## src/rtl/wb_sdr_traffic_gen.sv

```systemverilog
// Wishbone burst traffic generator for SDRAM bring-up: writes a selectable
// data pattern over a region in incrementing bursts, then reads the region
// back and counts mismatches, recording the address of the first one.
module wb_sdr_traffic_gen #(
    parameter int APP_AW    = 26,
    parameter int DW        = 32,
    parameter int BW        = 4,
    parameter int BURST_LEN = 8,
    parameter int TIMEOUT   = 1023
) (
    input  logic              wb_clk_i,
    input  logic              wb_rst_i,
    input  logic              start,
    input  logic [APP_AW-1:0] base_addr,
    input  logic [15:0]       num_words,
    input  logic [1:0]        pattern_sel,
    input  logic              sdr_init_done,
    output logic              busy,
    output logic              done,
    output logic              timeout,
    output logic [15:0]       err_cnt,
    output logic [APP_AW-1:0] first_err_addr,
    output logic              wb_cyc_o,
    output logic              wb_stb_o,
    output logic              wb_we_o,
    output logic [APP_AW-1:0] wb_addr_o,
    output logic [DW-1:0]     wb_dat_o,
    output logic [BW-1:0]     wb_sel_o,
    output logic [2:0]        wb_cti_o,
    input  logic              wb_ack_i,
    input  logic [DW-1:0]     wb_dat_i
);

    localparam int TW = (TIMEOUT < 2) ? 1 : $clog2(TIMEOUT + 1);
    localparam logic [31:0]       LFSR_SEED  = 32'hACE1_0001;
    // Right-shifting Galois form of x^32 + x^22 + x^2 + x + 1
    localparam logic [31:0]       LFSR_TAPS  = 32'h8020_0003;
    localparam logic [APP_AW-1:0] ALIGN_MASK = ~APP_AW'(BW - 1);
    localparam logic [2:0]        CTI_INCR   = 3'b010;
    localparam logic [2:0]        CTI_EOB    = 3'b111;

    typedef enum logic [2:0] {
        S_IDLE,
        S_WAIT_INIT,
        S_WR_BURST,
        S_WR_GAP,
        S_RD_BURST,
        S_RD_GAP,
        S_DONE
    } state_t;

    function automatic logic [31:0] lfsr_step(input logic [31:0] s);
        return (s >> 1) ^ (s[0] ? LFSR_TAPS : 32'h0);
    endfunction

    function automatic logic [DW-1:0] pattern(input logic [15:0] idx,
                                              input logic [31:0] lf,
                                              input logic [1:0]  sel);
        logic [DW-1:0] idx_ext;
        idx_ext = DW'(idx);
        case (sel)
            2'd0:    return idx_ext;
            2'd1:    return lf[DW-1:0];
            2'd2:    return DW'(1'b1) << (idx % DW);
            default: return ~idx_ext;
        endcase
    endfunction

    function automatic logic [15:0] sat_inc(input logic [15:0] v);
        return (v == 16'hFFFF) ? v : v + 16'd1;
    endfunction

    function automatic logic [4:0] burst_len(input logic [15:0] rem);
        return (rem >= 16'(BURST_LEN)) ? 5'(BURST_LEN) : rem[4:0];
    endfunction

    state_t            state_q, state_n;
    logic [APP_AW-1:0] base_q, base_n;
    logic [15:0]       num_q, num_n;
    logic [1:0]        psel_q, psel_n;
    logic [APP_AW-1:0] addr_q, addr_n;
    logic [15:0]       widx_q, widx_n;
    logic [15:0]       rem_q, rem_n;
    logic [4:0]        beats_q, beats_n;
    logic [31:0]       lfsr_q, lfsr_n;
    logic [TW-1:0]     to_q, to_n;
    logic              cyc_q, cyc_n;
    logic              stb_q, stb_n;
    logic              we_q, we_n;
    logic [2:0]        cti_q, cti_n;
    logic              busy_q, busy_n;
    logic              done_q, done_n;
    logic              timeout_q, timeout_n;
    logic [15:0]       err_q, err_n;
    logic [APP_AW-1:0] ferr_q, ferr_n;
    logic              launch, launch_we;
    logic [15:0]       launch_rem;
    logic [DW-1:0]     pat_cur;

    assign pat_cur = pattern(widx_q, lfsr_q, psel_q);

    // Next-state, bus control and result logic for the write/verify sequencer
    always_comb begin
        state_n    = state_q;
        base_n     = base_q;
        num_n      = num_q;
        psel_n     = psel_q;
        addr_n     = addr_q;
        widx_n     = widx_q;
        rem_n      = rem_q;
        beats_n    = beats_q;
        lfsr_n     = lfsr_q;
        to_n       = to_q;
        cyc_n      = cyc_q;
        stb_n      = stb_q;
        we_n       = we_q;
        cti_n      = cti_q;
        busy_n     = busy_q;
        done_n     = done_q;
        timeout_n  = timeout_q;
        err_n      = err_q;
        ferr_n     = ferr_q;
        launch     = 1'b0;
        launch_we  = 1'b0;
        launch_rem = rem_q;

        case (state_q)
            S_IDLE: begin
                if (start) begin
                    base_n    = base_addr & ALIGN_MASK;
                    num_n     = num_words;
                    psel_n    = pattern_sel;
                    addr_n    = base_addr & ALIGN_MASK;
                    widx_n    = 16'd0;
                    rem_n     = num_words;
                    lfsr_n    = LFSR_SEED;
                    busy_n    = 1'b1;
                    done_n    = 1'b0;
                    timeout_n = 1'b0;
                    err_n     = 16'd0;
                    ferr_n    = '0;
                    state_n   = (num_words == 16'd0) ? S_DONE : S_WAIT_INIT;
                end
            end
            S_WAIT_INIT: begin
                if (sdr_init_done) begin
                    launch     = 1'b1;
                    launch_we  = 1'b1;
                    launch_rem = rem_q;
                    state_n    = S_WR_BURST;
                end
            end
            S_WR_BURST, S_RD_BURST: begin
                if (stb_q && wb_ack_i) begin
                    if (state_q == S_RD_BURST && wb_dat_i != pat_cur) begin
                        if (err_q == 16'd0) begin
                            ferr_n = addr_q;
                        end
                        err_n = sat_inc(err_q);
                    end
                    addr_n = addr_q + APP_AW'(BW);
                    widx_n = widx_q + 16'd1;
                    rem_n  = rem_q - 16'd1;
                    lfsr_n = lfsr_step(lfsr_q);
                    to_n   = '0;
                    if (beats_q == 5'd1) begin
                        cyc_n   = 1'b0;
                        stb_n   = 1'b0;
                        we_n    = 1'b0;
                        cti_n   = 3'b000;
                        state_n = (state_q == S_WR_BURST) ? S_WR_GAP : S_RD_GAP;
                    end else begin
                        beats_n = beats_q - 5'd1;
                        cti_n   = (beats_q == 5'd2) ? CTI_EOB : CTI_INCR;
                    end
                end else if (to_q == TW'(TIMEOUT)) begin
                    cyc_n     = 1'b0;
                    stb_n     = 1'b0;
                    we_n      = 1'b0;
                    cti_n     = 3'b000;
                    timeout_n = 1'b1;
                    state_n   = S_DONE;
                end else begin
                    to_n = to_q + TW'(1);
                end
            end
            S_WR_GAP: begin
                launch = 1'b1;
                if (rem_q == 16'd0) begin
                    // Write phase finished: rewind address and pattern for verify
                    addr_n     = base_q;
                    widx_n     = 16'd0;
                    rem_n      = num_q;
                    lfsr_n     = LFSR_SEED;
                    launch_we  = 1'b0;
                    launch_rem = num_q;
                    state_n    = S_RD_BURST;
                end else begin
                    launch_we  = 1'b1;
                    launch_rem = rem_q;
                    state_n    = S_WR_BURST;
                end
            end
            S_RD_GAP: begin
                if (rem_q == 16'd0) begin
                    state_n = S_DONE;
                end else begin
                    launch     = 1'b1;
                    launch_we  = 1'b0;
                    launch_rem = rem_q;
                    state_n    = S_RD_BURST;
                end
            end
            S_DONE: begin
                busy_n  = 1'b0;
                done_n  = 1'b1;
                state_n = S_IDLE;
            end
            default: state_n = S_IDLE;
        endcase

        if (launch) begin
            cyc_n   = 1'b1;
            stb_n   = 1'b1;
            we_n    = launch_we;
            beats_n = burst_len(launch_rem);
            cti_n   = (burst_len(launch_rem) == 5'd1) ? CTI_EOB : CTI_INCR;
            to_n    = '0;
        end
    end

    // State and output registers; reset clears everything, including a live burst
    always_ff @(posedge wb_clk_i) begin
        if (wb_rst_i) begin
            state_q   <= S_IDLE;
            base_q    <= '0;
            num_q     <= '0;
            psel_q    <= '0;
            addr_q    <= '0;
            widx_q    <= '0;
            rem_q     <= '0;
            beats_q   <= '0;
            lfsr_q    <= '0;
            to_q      <= '0;
            cyc_q     <= 1'b0;
            stb_q     <= 1'b0;
            we_q      <= 1'b0;
            cti_q     <= '0;
            busy_q    <= 1'b0;
            done_q    <= 1'b0;
            timeout_q <= 1'b0;
            err_q     <= '0;
            ferr_q    <= '0;
        end else begin
            state_q   <= state_n;
            base_q    <= base_n;
            num_q     <= num_n;
            psel_q    <= psel_n;
            addr_q    <= addr_n;
            widx_q    <= widx_n;
            rem_q     <= rem_n;
            beats_q   <= beats_n;
            lfsr_q    <= lfsr_n;
            to_q      <= to_n;
            cyc_q     <= cyc_n;
            stb_q     <= stb_n;
            we_q      <= we_n;
            cti_q     <= cti_n;
            busy_q    <= busy_n;
            done_q    <= done_n;
            timeout_q <= timeout_n;
            err_q     <= err_n;
            ferr_q    <= ferr_n;
        end
    end

    assign busy           = busy_q;
    assign done           = done_q;
    assign timeout        = timeout_q;
    assign err_cnt        = err_q;
    assign first_err_addr = ferr_q;
    assign wb_cyc_o       = cyc_q;
    assign wb_stb_o       = stb_q;
    assign wb_we_o        = we_q;
    assign wb_addr_o      = addr_q;
    assign wb_dat_o       = (stb_q && we_q) ? pat_cur : '0;
    assign wb_sel_o       = {BW{stb_q}};
    assign wb_cti_o       = cti_q;

endmodule

```

## config.mk

```make
export PLATFORM = sky130hd
export DESIGN_NAME = wb_sdr_traffic_gen
export DESIGN_NICKNAME = d
export VERILOG_FILES = /design/src/rtl/wb_sdr_traffic_gen.sv
export SDC_FILE = /design/constraint.sdc
export NUM_CORES = 1
export LEC_CHECK = 0
export CAP_MARGIN = 25
export CORE_MARGIN = 2
export CORE_UTILIZATION = 30
export CTS_CLUSTER_SIZE = 20
export DETAILED_ROUTE_END_ITERATION = 10
export SLEW_MARGIN = 0
export SYNTH_ARGS = -nofsm -noshare
export SYNTH_HDL_FRONTEND = slang
export SYNTH_SLANG_ARGS = --single-unit
```

## constraint.sdc

```tcl
create_clock -name wb_clk_i -period 8.7 [get_ports wb_clk_i]
set_clock_uncertainty 0.2 [all_clocks]
set_input_delay 1.74 -clock wb_clk_i [delete_from_list [all_inputs] [get_ports wb_clk_i]]
set_output_delay 1.74 -clock wb_clk_i [all_outputs]
set_load 0.1 [all_outputs]
```

==> results.json, run 1 <==
{
  "cts_hold_buf": 0,
  "firstDrtPassIters": 6,
  "crit_fanout": 56,
  "dpl_cell_area_um2": 13500,
  "crit_chain": "buf_4 > clkinv_1 > o221ai_1 > o21ai_0 > nor2_1 > clkdlybuf4s50_1",
  "drt_wl_total_um": 38200,
  "clk_latency_ns": 0.45,
  "internal_power_w": 0.00207,
  "grt_pass1_wl_um": 60000,
  "yosysWarnings": 0,
  "core_um2": 37400,
  "hold_path_class": "register to register",
  "antenna_found_initial": 0,
  "gp_routability_congestion": 0.898,
  "async_flop_share_pct": 0,
  "slowest_delay_ns": 1.14,
  "p_leak_nw": 4.61,
  "maxCapViolations": 0,
  "p_switching_w": 0.00215,
  "synth_edf_count": 0,
  "grt_max_degree": 78,
  "track_usage_pct": 19.1,
  "status": "completed",
  "post_cts_buffers": 0,
  "multi_input_area_um2": 6740,
  "drv_slew": 0,
  "cts_resized": 0,
  "timing_worst_slew_pin_value_ns": 1.09,
  "ir_worst_vdd_mv": 0.162,
  "netlist.area_leader.share_pct": 34.5,
  "hold_viol": 0,
  "fill_cells": 3895,
  "grt-ovfl-total": 0,
  "final_layout_size_suffix_gt1_share_pct": 4.57,
  "diodes": 0,
  "min_period_ns": 5.46,
  "avgSynthCellArea_um2": 7.31,
  "critical-path-slowest-cell": "clkdlybuf4s50_1",
  "synthFlopType": "dfxtp_1",
  "layout_commonest_cell": "nand2_1",
  "final_nets": 1745,
  "synth_top_cell_by_area": "dfxtp_1",
  "synth-seq-cells": 195,
  "die_area_um2": 39300,
  "wl_met1_um": 17900,
  "htreeDepth": 4,
  "pwr-share-comb_pct": 51.8,
  "drt-initial-drc-count": 1187,
  "clk_pin_slew_ns": 0.08,
  "crit_required_ns": 6.76,
  "ys_seq_area_share_pct": 34.5,
  "regArea_um2": 3900,
  "swShare_pct": 51.0,
  "wl_met3_um": 2560,
  "ios": 194,
  "numPortBuffers": 187,
  "numCtsBuffers": 17,
  "clock-root-buffer": "clkbuf_16",
  "area_growth_pct": 24.3,
  "cts_sinks": 195,
  "synth_area_leaders": "dfxtp_1, a21oi_1, nand2_1",
  "drc": 0,
  "wl_met2_um": 17100,
  "synthDistinctLibCells": 83,
  "highest_layer": "met4",
  "die_w_um": 198,
  "relSlewSlack_pct": 27.0,
  "cts_tree": "yes",
  "ant_nets": 0,
  "start_util_pct": 30.2,
  "syn-cell-area_um2": 11300,
  "cp-start-kind": "register",
  "via_count": 11700,
  "power.share.clock_pct": 18.3,
  "design_area_um2": 14100,
  "netlist_instances": 1547,
  "critPathKind": "register to output port",
  "die_y_um": 198,
  "fin_crit_sh_pct": 62.8,
  "grt_pass1_vias": 10700,
  "final_cell_mix": "nand2_1, dfxtp_1, clkdlybuf4s50_1",
  "setup_violations": 0,
  "max_freq_mhz": 183,
  "grt_setup_unrepaired": "no",
  "viasPerCell": 5.38,
  "worstSetupEndpointType": "output port",
  "powerDensity_nw_per_um2": 300,
  "clk_path_buf_depth": 2,
  "arrival_ns": 3.52,
  "wl_per_cell_um": 17.6,
  "p_seq_share_pct": 29.9,
  "tns_ns": 0,
  "hpwl_um": 26900,
  "std_cell_rows": 71
}
==> logic make-up (layout without fill, tap and decap cells) <==
family	count (synthesis)	count (layout)	synth area share (%)
other	1	4	0.0332
buffers and inverters	167	279	6.44
adders and majority gates	15	15	1.66
muxes	10	10	0.896
AOI/OAI and AO/OA	483	483	26.3
and+or+nand+nor	648	648	27.9
xor gates and xnor gates	28	28	2.17
DFF	195	195	34.5
==> state kept, by name, indices dropped and copies added, names as in the netlist, 3 cells and up <==
| signal | flops |
|---|---|
| widx_q | 16 |
| first_err_addr | 24 |
| wb_addr_o | 24 |
| to_q | 10 |
| rem_q | 16 |
| lfsr_q | 32 |
| state_q | 3 |
| beats_q | 5 |
| base_q | 24 |
| err_cnt | 16 |
| num_q | 16 |
==> per-stage QoR <==
stage | utilization [%] | total power (W) | hold WS [ns] | instances | setup WS, ns
after global routing | 37.6 | 0.00450 | 0.273 | 2173 | 3.08
after detailed placement | 36.0 | 0.00343 | 0.247 | 2140 | 3.21
after floorplan | - | 0.00284 | 0.236 | 1550 | 3.09
after CTS | 37.5 | 0.00422 | 0.258 | 2172 | 3.26
final | 37.6 | 0.00422 | 0.256 | 2173 | 3.24
after global placement | 35.9 | 0.00340 | 0.242 | 2138 | 3.18
==> synth_stat cells, drive strengths merged (4+ instances only) <==
| library cell | count |
|---|---|
| nand2 | 208 |
| dfxtp | 195 |
| a21oi | 180 |
| nor2 | 137 |
| o21ai | 137 |
| clkbuf | 91 |
| nor3 | 58 |
| nor2b | 46 |
| inv | 41 |
| nand3 | 41 |
| buf | 34 |
| nand2b | 24 |
| and3 | 22 |
| nor4 | 22 |
| nand4 | 20 |
| o41ai | 18 |
| a31oi | 15 |
| ha | 15 |
| nand3b | 14 |
| or3 | 14 |
| xnor2 | 14 |
| xor2 | 14 |
| a311oi | 12 |
| a21o | 10 |
| a221oi | 9 |
| mux2i | 9 |
| a211oi | 8 |
| a22oi | 8 |
| and2 | 8 |
| o22ai | 8 |
| a22o | 6 |
| and4 | 6 |
| o21a | 6 |
| or2 | 6 |
| a222oi | 5 |
| a2bb2oi | 5 |
| a311o | 5 |
| a32oi | 5 |
| a41oi | 5 |
| nand4b | 5 |
| o211ai | 5 |
| nor3b | 4 |
| o21bai | 4 |
| or4 | 4 |
==> final timing paths <==
kind,slack [ns],end,start,depth (start not counted)
worst min register to register,0.26,base_q[11]$_SDFFE_PP0P_,base_q[11]$_SDFFE_PP0P_,2
worst max register to register,4.14,first_err_addr[24]$_SDFFE_PP0P_,widx_q[2]$_SDFFE_PP0P_,9
worst max-delay path,3.24,wb_dat_o[11],psel_q[0]$_SDFFE_PP0P_,6
worst min-delay path,0.26,base_q[11]$_SDFFE_PP0P_,base_q[11]$_SDFFE_PP0P_,2
==> worst max-delay path, delay by kind of cell, from the launching register on <==
family / cells / cell delay, ns
AND/OR/NAND/NOR: 1 / 0.15
AO/OA/AOI/OAI: 2 / 0.52
buffers and inverters: 3 / 2.06
flip-flops: 1 / 0.33
==> power groups by stage <==
stage | sequential, W | combinational, W | clock (W)
2_1_floorplan | 0.00151 | 0.00133 | 0
3_3_place_gp | 0.00127 | 0.00213 | 0
3_5_place_dp | 0.00128 | 0.00216 | 0
4_1_cts | 0.00126 | 0.00217 | 0.000794
5_1_grt | 0.00129 | 0.00238 | 0.000828
6_report | 0.00126 | 0.00219 | 0.000771
==> cell type report <==
type | instances | share of cell area [%]
Multi-Input combinational cell | 1188 | 47.9
Sequential cell | 195 | 27.8
Timing Repair Buffer | 205 | 14.6
Tap cell | 511 | 4.55
Clock buffer | 18 | 3.05
Inverter | 42 | 1.12
Clock inverter | 14 | 0.979
==> per-layer routing <==
| metal | track usage, % | vias to the layer above |
|---|---|---|
| met5 | 0 | - |
| met4 | 5.21 | 0 |
| met3 | 3.49 | 42 |
| met2 | 29.8 | 425 |
| met1 | 26.8 | 5482 |
| li1 | - | 5748 |
(Power assumes the default switching activity.)
==> inputs of run 2 (changes only) <==
clock period = 4.58 ns   (was 8.7 ns; I/O delays follow)
==> run 2 against run 1 <==
Net effect:
- hold slack got worse by 0.00075 ns
- clock power is 100% higher
- register-to-register slack got worse by 3.6 ns
- design area rose by 0.98%
- non-clock buffer count is 13 higher
- critical path depth increased by 4
- sequential power is 90% higher
- combinational power grew 93%
- power increased by 94%
- core utilization rose by 0.37 points
- critical endpoint is now first_err_addr[24]$_SDFFE_PP0P_
- highest routed layer unchanged
==> results.json, run 2 (synthesis results as in run 1) <==
{
  "status": "completed",
  "grt_max_degree": 102,
  "critical-path-slowest-cell": "or4_4",
  "layout_commonest_cell": "nand2_1",
  "final_util_pct": 38.0,
  "hold_path_class": "register to register",
  "drc": 0,
  "startpoint": "psel_q[1]$_SDFFE_PP0P_",
  "final_cell_mix": "nand2_1, dfxtp_1, a21oi_1",
  "clk_pin_slew_ns": 0.07,
  "swShare_pct": 49.3,
  "arrival_ns": 4.16,
  "critPathKind": "register to register",
  "power.share.clock_pct": 19.3,
  "post_cts_buffers": 0,
  "htreeDepth": 4,
  "clk_latency_ns": 0.44,
  "start_util_pct": 30.2,
  "worst-path-buf-inv": 3,
  "slowest_delay_ns": 0.73,
  "p_seq_share_pct": 29.2,
  "largest_register_ffs": 32,
  "std_cell_rows": 71,
  "via_count": 11800,
  "timing_worst_slew_pin_value_ns": 1.08,
  "drv_slew": 0,
  "final_nets": 1758,
  "final_cell_count_no_fill": 2184,
  "internal_power_w": 0.00416,
  "gp_routability_congestion": 0.907,
  "wl_per_cell_um": 17.5,
  "relSlewSlack_pct": 27.7,
  "cp_common_cell": "buf_4",
  "p_switching_w": 0.00405,
  "firstDrtPassIters": 5,
  "area_growth_pct": 25.5,
  "track_usage_pct": 19.1,
  "numCtsBuffers": 17,
  "holdWs_ns": 0.255,
  "cts_hold_buf": 0,
  "grt_pass1_wl_um": 60000,
  "viasPerCell": 5.39,
  "p_leak_nw": 4.77,
  "cts_resized": 0,
  "crit_required_ns": 4.69,
  "cp-start-kind": "register",
  "die_w_um": 198,
  "hold_viol": 0,
  "min_period_ns": 4.05,
  "wl_met3_um": 2570,
  "max_freq_mhz": 247,
  "ios": 194,
  "maxCapViolations": 0,
  "wl_met2_um": 17300,
  "ir_worst_vdd_mv": 0.269,
  "cts_tree": "yes",
  "highest_layer": "met4",
  "diodes": 0,
  "tns_ns": 0,
  "die_area_um2": 39300,
  "core_um2": 37400,
  "antenna_found_initial": 0,
  "die_y_um": 198,
  "r2r-start": "psel_q[1]$_SDFFE_PP0P_",
  "crit_fanout": 23,
  "worstSetupEndpointType": "register",
  "clk_path_buf_depth": 2,
  "grt_setup_unrepaired": "no",
  "drt-initial-drc-count": 894,
  "powerDensity_nw_per_um2": 578,
  "wl_met1_um": 17800,
  "clock-root-buffer": "clkbuf_16",
  "grt_pass1_vias": 10700,
  "setup_violations": 0,
  "cts_sinks": 195,
  "ant_nets": 0,
  "dp.cells": 2154,
  "largest_register": "lfsr_q",
  "crit_chain": "buf_4 > nand2b_1 > buf_4 > a2bb2oi_1 > o311ai_0 > or4_1 > or4_4 > nand2_1 > buf_4 > o21ai_0",
  "critical-path-top-delay-family": "simple AND/OR/NAND/NOR gates",
  "power.total_w": 0.00821,
  "min_from": "base_q[13]$_SDFFE_PP0P_",
  "drt_wl_total_um": 38300,
  "numPortBuffers": 187,
  "grt-ovfl-total": 0,
  "final_layout_size_suffix_gt1_share_pct": 7.11,
  "pwr-share-comb_pct": 51.5,
  "hpwl_um": 27200,
  "fin_crit_sh_pct": 88.4
}
==> run 2: stage by stage <==
stage	worst slack [ns]	area, um2
2_1_floorplan	-0.208	11300
3_5_place_dp	0.555	13600
5_1_grt	0.309	14200
4_1_cts	0.526	14200
6_report	0.533	14200
3_3_place_gp	0.573	13600
==> run 2: worst register-to-register path, delay by kind of cell, from the launching register on <==
family,cells,cell delay (ns)
compound gates,3,0.67
simple gates,4,1.62
flops,1,0.72
buf+inv,3,0.71
==> run 2: routing by layer <==
layer | GRT usage (%) | vias to the layer above
met5 | 0 | -
met4 | 5.51 | 0
met3 | 3.39 | 39
met2 | 29.9 | 410
met1 | 26.8 | 5534
li1 | - | 5783
==> run 2: power groups by stage <==
| stage | registers (W) | clock network, W | logic (W) |
|---|---|---|---|
| 3_5_place_dp | 0.00242 | 0 | 0.00419 |
| 6_report | 0.00239 | 0.00158 | 0.00423 |
| 2_1_floorplan | 0.00287 | 0 | 0.00252 |
| 4_1_cts | 0.00238 | 0.00163 | 0.00421 |
| 3_3_place_gp | 0.00241 | 0 | 0.00415 |
| 5_1_grt | 0.00244 | 0.00168 | 0.00460 |
==> run 2: path summary, 6_finish.rpt <==
| kind | slack (ns) | endpoint | depth (start not counted) |
|---|---|---|---|
| worst max-delay path | 0.53 | first_err_addr[24]$_SDFFE_PP0P_ | 10 |
| worst min-delay path | 0.26 | base_q[13]$_SDFFE_PP0P_ | 2 |
| worst max register to register | 0.53 | first_err_addr[24]$_SDFFE_PP0P_ | 10 |
| worst min register to register | 0.26 | base_q[13]$_SDFFE_PP0P_ | 2 |
==> run 2: layout make-up <==
type / instances / area, um2
multi-input combinational: 1188 / 6750
sequential: 195 / 3900
tap: 511 / 639
fill: 3873 / 23200
clock buffer: 19 / 433
clock inverter: 11 / 178
timing repair buffer: 218 / 2140
inverter: 42 / 158
==> edit 1 (config.mk and constraints of run 1) <==
Put one more register stage on the output `err_cnt`, with the module's reset. The value now appears one clock later. The other outputs are not delayed to match.
--- a/src/rtl/wb_sdr_traffic_gen.sv
+++ b/src/rtl/wb_sdr_traffic_gen.sv
@@ -277,7 +277,13 @@
     assign busy           = busy_q;
     assign done           = done_q;
     assign timeout        = timeout_q;
-    assign err_cnt        = err_q;
+    always_ff @(posedge wb_clk_i) begin
+        if (wb_rst_i) begin
+            err_cnt <= '0;
+        end else begin
+            err_cnt <= err_q;
+        end
+    end
     assign first_err_addr = ferr_q;
     assign wb_cyc_o       = cyc_q;
     assign wb_stb_o       = stb_q;
Formal check against the unedited RTL: same outputs for any inputs over 4 cycles, from zero or initial values and one cycle with wb_rst_i high; that may be too few to reach the edited logic, so the function may still have changed.
==> edit 1 against run 1 <==
  * Synthesized area grew 2.4%
  * Wire length rose by 1.1%
  * Cell area up 5.0%
  * First-iteration DRC count grew 13%
  * Hold slack worse by 3.4 ps
  * Via count about the same
  * Power increased by 1.7%
  * Worst setup slack worse by 210 ps
  * Die area rose by 2.3%
  * Sequential cell count grew 16
  * Critical path type unchanged
  * Largest cell class unchanged
  * Largest power group unchanged
==> edit 1: results (changes against run 1) <==
Worst setup path
  • Worst-path fanout max: 34 (-39%)
  • CP max stage cell: clkdlybuf4s50_1
  • R2r endpoint: first_err_addr[8]
  • Critical Path AT: 3730 ps (+210 ps)
  • Worst-case reg-to-reg path depth: 11 (+2)
  • Largest delay contributor family on the critical path: buffers and inverters
  • FF-to-FF setup slack: 4400 ps (+260 ps)
  • Worst r2r src: psel_q[1]

Clock tree
  • Clk buf depth: 3 (+1)
  • Post-CTS setup buffers: 0 (unchanged)
  • Total CTS buffers: 25 (+8)
  • Clk_lat worst skew: 540 ps (+90 ps)
  • H-tree Lvls: 1 (-3)
  • Clock-pin slew on the worst setup and hold paths: 60 ps (-20 ps)

Yosys
  • Async S/R FF share, synth: 0% (unchanged)
  • Sequential-to-total area share from yosys stat: 36.5% (+2.0 points)
  • Post-synth EDFFs: 0 (unchanged)
  • Synth unique cells: 80 (-3.6%)
  • Post-synth top cells: 214 x nand2_1, 211 x dfxtp_1, 167 x a21oi_1
  • Synth area leaders: dfxtp_1 36%, a21oi_1 7.2%, nand2_1 6.9%, nor2_1 5.3%, o21ai_0 4.1%

Final layout
  • Number of fill cells: 3940 (+1.2%)
  • Layout Nets: 1738 (-0.40%)
  • Share of cells above drive strength 1: 5.90% (+1.3 points)
  • Max reg flops: 32 (unchanged)
  • Biggest register: lfsr_q
  • Antenna cell count: 0 (unchanged)

Power
  • Sw Pwr: 1.93 mW (-10%)
  • Leakage power: 5.53 nW (+20%)
  • Worst ir drop on vdd: 0.180 mV (+11%)

Placement
  • Dpl hpwl: 26.2 mm (-2.4%)
  • Dpl ws: 3630 ps (+424 ps)
  • RD Place Congestion: 0.860 (-4.2%)

Detailed routing
  • Wirelength, routed: 38.6 mm (+1.1%)
  • First-pass detailed-route iteration total: 5 (-1)
  • Via-per-instance ratio: 5.39 (+0.11%)
  • Initial DRC count: 1336 (+13%)

Global route
  • Largest net degree at the start of global routing: 88 (+13%)
  • Vias in the first global route: 10800 (+0.84%)
  • Total Routing Usage GR: 18.4% (-0.72 points)
  • First-pass GRT wire length: 61.2 mm (+2.1%)

Worst hold path
  • Hold Path End: base_q[21]
  • Hold Path Origin: base_q[21]
  • Worst Hold Class: register to register
  • Hold depth: 2 (unchanged)

Timing
  • Final hold violation count: 0 (unchanged)
  • Worst slew margin: 29.2% (+2.2 points)
  • Fin crit period: 5670 ps (+207 ps)

Status
  • Status: completed
edit 1: cell types whose count changed in the layout (fill, tap and decap cells not counted), moves of 20 or more:
cell and delta:
inv_1 -24, a41o_1 +20, a22oi_1 +23, o211a_1 +24, o21ai_0 -42, nor2_1 +25
edit 1: area by class of cell:
type | count | share of cell area [%]
timing repair buffer | 212 | 14.4
tap | 511 | 4.33
multi-input combinational | 1172 | 46.1
clock buffer | 34 | 4.94
sequential | 211 | 28.6
clock inverter | 12 | 1.11
inverter | 20 | 0.508
edit 1: cell families after synthesis:
logic type	share of synthesized area (%)
AND/OR/NAND/NOR	27.0
AO/OA/AOI/OAI	25.6
flip-flops	36.5
buffers and inverters	5.40
XOR/XNOR	2.65
adder cells (fa/ha/maj)	1.62
multiplexers	1.14
other	0.0324
edit 1: worst register-to-register path, delay by kind of cell, from the launching register on:
family / cells / cell delay (ps)
compound gates: 3 / 1030
xor+xnor: 1 / 110
buf+inv: 3 / 1110
flops: 1 / 650
simple gates: 4 / 1090
edit 1: power by group through the flow:
stage	combinational (mW)	clock, mW	sequential (mW)
2_1_floorplan	1.06	0	1.56
3_3_place_gp	1.78	0	1.34
3_5_place_dp	1.82	0	1.34
4_1_cts	1.83	1.16	1.32
5_1_grt	1.99	1.19	1.35
6_report	1.84	1.13	1.32
edit 1: layer usage:
metal  track usage [%]  vias up  part of all wire, %
met1              25.9     5521                   47
met3              2.94       51                  6.8
li1                  -     5727                    -
met5                 0        -                    0
met2              29.4      406                   45
met4              4.39        0                  2.0
edit 1: worst max path at each step:
| stage | startpoint | to | depth (start not counted) |
|---|---|---|---|
| after floorplan | wb_stb_o | wb_dat_o[11] | 3 |
| after global placement | psel_q[1] | wb_dat_o[12] | 6 |
| after detailed placement | psel_q[1] | wb_dat_o[12] | 6 |
| after CTS | psel_q[1] | wb_dat_o[12] | 6 |
| after global routing | psel_q[1] | wb_dat_o[12] | 6 |
| final | psel_q[1] | wb_dat_o[12] | 6 |
edit 1: through the flow:
step | hold slack [ps] | total power, mW | instance area, sq um | std cells
floorplan | 236 | 2.63 | 11600 | 1531
global placement | 242 | 3.12 | 13800 | 2119
detailed placement | 247 | 3.16 | 13900 | 2126
CTS | 255 | 4.31 | 14800 | 2172
global route | 268 | 4.54 | 14800 | 2172
finish | 252 | 4.29 | 14800 | 2172
==> edit 2 (settings of run 1) <==
Made on the original files. Change the parameter `BW` from 4 to 6.
--- a/src/rtl/wb_sdr_traffic_gen.sv
+++ b/src/rtl/wb_sdr_traffic_gen.sv
@@ -4,7 +4,7 @@
 module wb_sdr_traffic_gen #(
     parameter int APP_AW    = 26,
     parameter int DW        = 32,
-    parameter int BW        = 4,
+    parameter int BW        = 6,
     parameter int BURST_LEN = 8,
     parameter int TIMEOUT   = 1023
 ) (
Ports: changed (resized wb_sel_o); port bits go from 194 to 196. No check against the original RTL was run, so the function may have changed too.
==> edit 2 against run 1 <==
  * Sequential cell count rose by 2
  * Worst setup slack got worse by 310 ps
  * Power increased by 1.9%
  * Wire length grew 6.8%
  * Cell area grew 1.4%
  * Critical path type unchanged
  * Cell count barely moved
  * Synthesized area is 0.82% higher
  * Utilization grew 0.36 points
  * First-iteration DRC count down 6.2%
==> edit 2: results (changes against run 1) <==
Status
  • Status: completed

Placement
  • Buffers on Ports: 191 (+2.1%)
  • RD Place Congestion: 0.887 (-1.2%)
  • Dpl hpwl: 27.3 mm (+1.5%)

Global route
  • Largest net degree at the start of global routing: 87 (+12%)
  • Antenna violations before repair: 2 (+2)
  • Total Routing Usage GR: 20.4% (+1.3 points)
  • First-pass GRT wire length: 63.3 mm (+5.6%)
  • Vias in the first global route: 11100 (+3.4%)

Clock tree
  • H-tree Lvls: 4 (unchanged)
  • CTS root buffer: clkbuf_16
  • Clk_lat worst skew: 460 ps

Worst hold path
  • Worst Hold Class: register to register
  • Hold depth: 2 (unchanged)

Yosys
  • Sequential-to-total area share from yosys stat: 34.6% (+0.071 points)
  • Post-synth top cells: 226 x nand2_1, 197 x dfxtp_1, 183 x a21oi_1
  • Synth area leaders: dfxtp_1 35%, a21oi_1 8.0%, nand2_1 7.4%, nor2_1 4.5%, o21ai_0 3.7%
  • Synth unique cells: 82 (-1.2%)
  • Yosys warning count: 0 (unchanged)

Worst setup path
  • Worst-path fanout max: 35 (-38%)
  • Worst-case reg-to-reg path depth: 10 (+1)
  • Critical Path AT: 3840 ps (+320 ps)

Final layout
  • Share of cells above drive strength 1: 5.42% (+0.85 points)
  • Number of fill cells: 3896 (+0.026%)
  • Max reg flops: 32 (unchanged)
  • Layout Nets: 1743 (-0.11%)
  • Biggest register: lfsr_q

Detailed routing
  • Initial DRC count: 1113 (-6.2%)
  • DR WL/cell: 18.8 um (+6.9%)
  • Vias: 11900 (+2.1%)
  • First-pass detailed-route iteration total: 7 (+1)

Power
  • Leakage power: 4.62 nW (about the same)
  • Worst ir drop on vdd: 0.187 mV (+15%)

Timing
  • Worst-margin pin slew: 1160 ps (+69.1 ps)
==> edit 2: cell families after synthesis <==
group / share of synthesized area, %
fa+ha+maj: 1.65
xor+xnor: 2.54
buf+inv: 6.74
flops: 34.6
compound gates: 27.1
mux: 1.28
other cells: 0.0329
simple gates: 26.0
==> edit 2: report_power, final <==
group / switching (mW) / internal, mW / total (mW)
Clock: 0.414 / 0.428 / 0.842
Combinational: 1.59 / 0.610 / 2.20
Sequential: 0.202 / 1.06 / 1.26
==> edit 2: worst paths after layout <==
check | to | startpoint | slack [ps]
hold / removal | base_q[11] | base_q[11] | 260
hold reg to reg | base_q[11] | base_q[11] | 260
setup reg to reg | err_cnt[8] | psel_q[1] | 4330
setup / recovery | wb_dat_o[30] | psel_q[1] | 2920
==> edit 2: critical path, stage by stage, from the launching register on <==
cell and delay (ps):
dfxtp_1 730, buf_4 440, nand4b_1 290, o21ai_0 560, nor2b_1 210, clkdlybuf4s50_1 1140
==> edit 2: cell type report <==
type | instances | area share, %
well taps | 511 | 4.48
clock buffers | 20 | 3.20
clock inverters | 12 | 1.13
repair buffers | 214 | 14.9
inverters | 45 | 1.18
flip-flops and latches | 197 | 27.7
diodes | 1 | 0.0175
multi-input cells | 1172 | 47.4
==> edit 2: per-layer routing <==
metal	global-route usage (%)	share of wire, %	wire length, um	vias to the layer above
li1	-	-	-	5801
met1	27.8	46	19000	5629
met2	32.5	45	18500	461
met3	3.98	6.6	2680	45
met4	5.89	1.6	633	4
met5	0	0.066	27	-
==> edit 2: through the flow <==
step                      hold WS (ps)  area (sq um)  power (mW)  std cells  setup slack, ps
after CTS                          258         14300        4.31       2170             2910
after floorplan                    236         11400        2.83       1539             3060
final                              256         14300        4.30       2172             2920
after detailed placement           247         13600        3.46       2138             3180
after global placement             242         13600        3.42       2136             3230
after global routing               277         14300        4.57       2171             2640
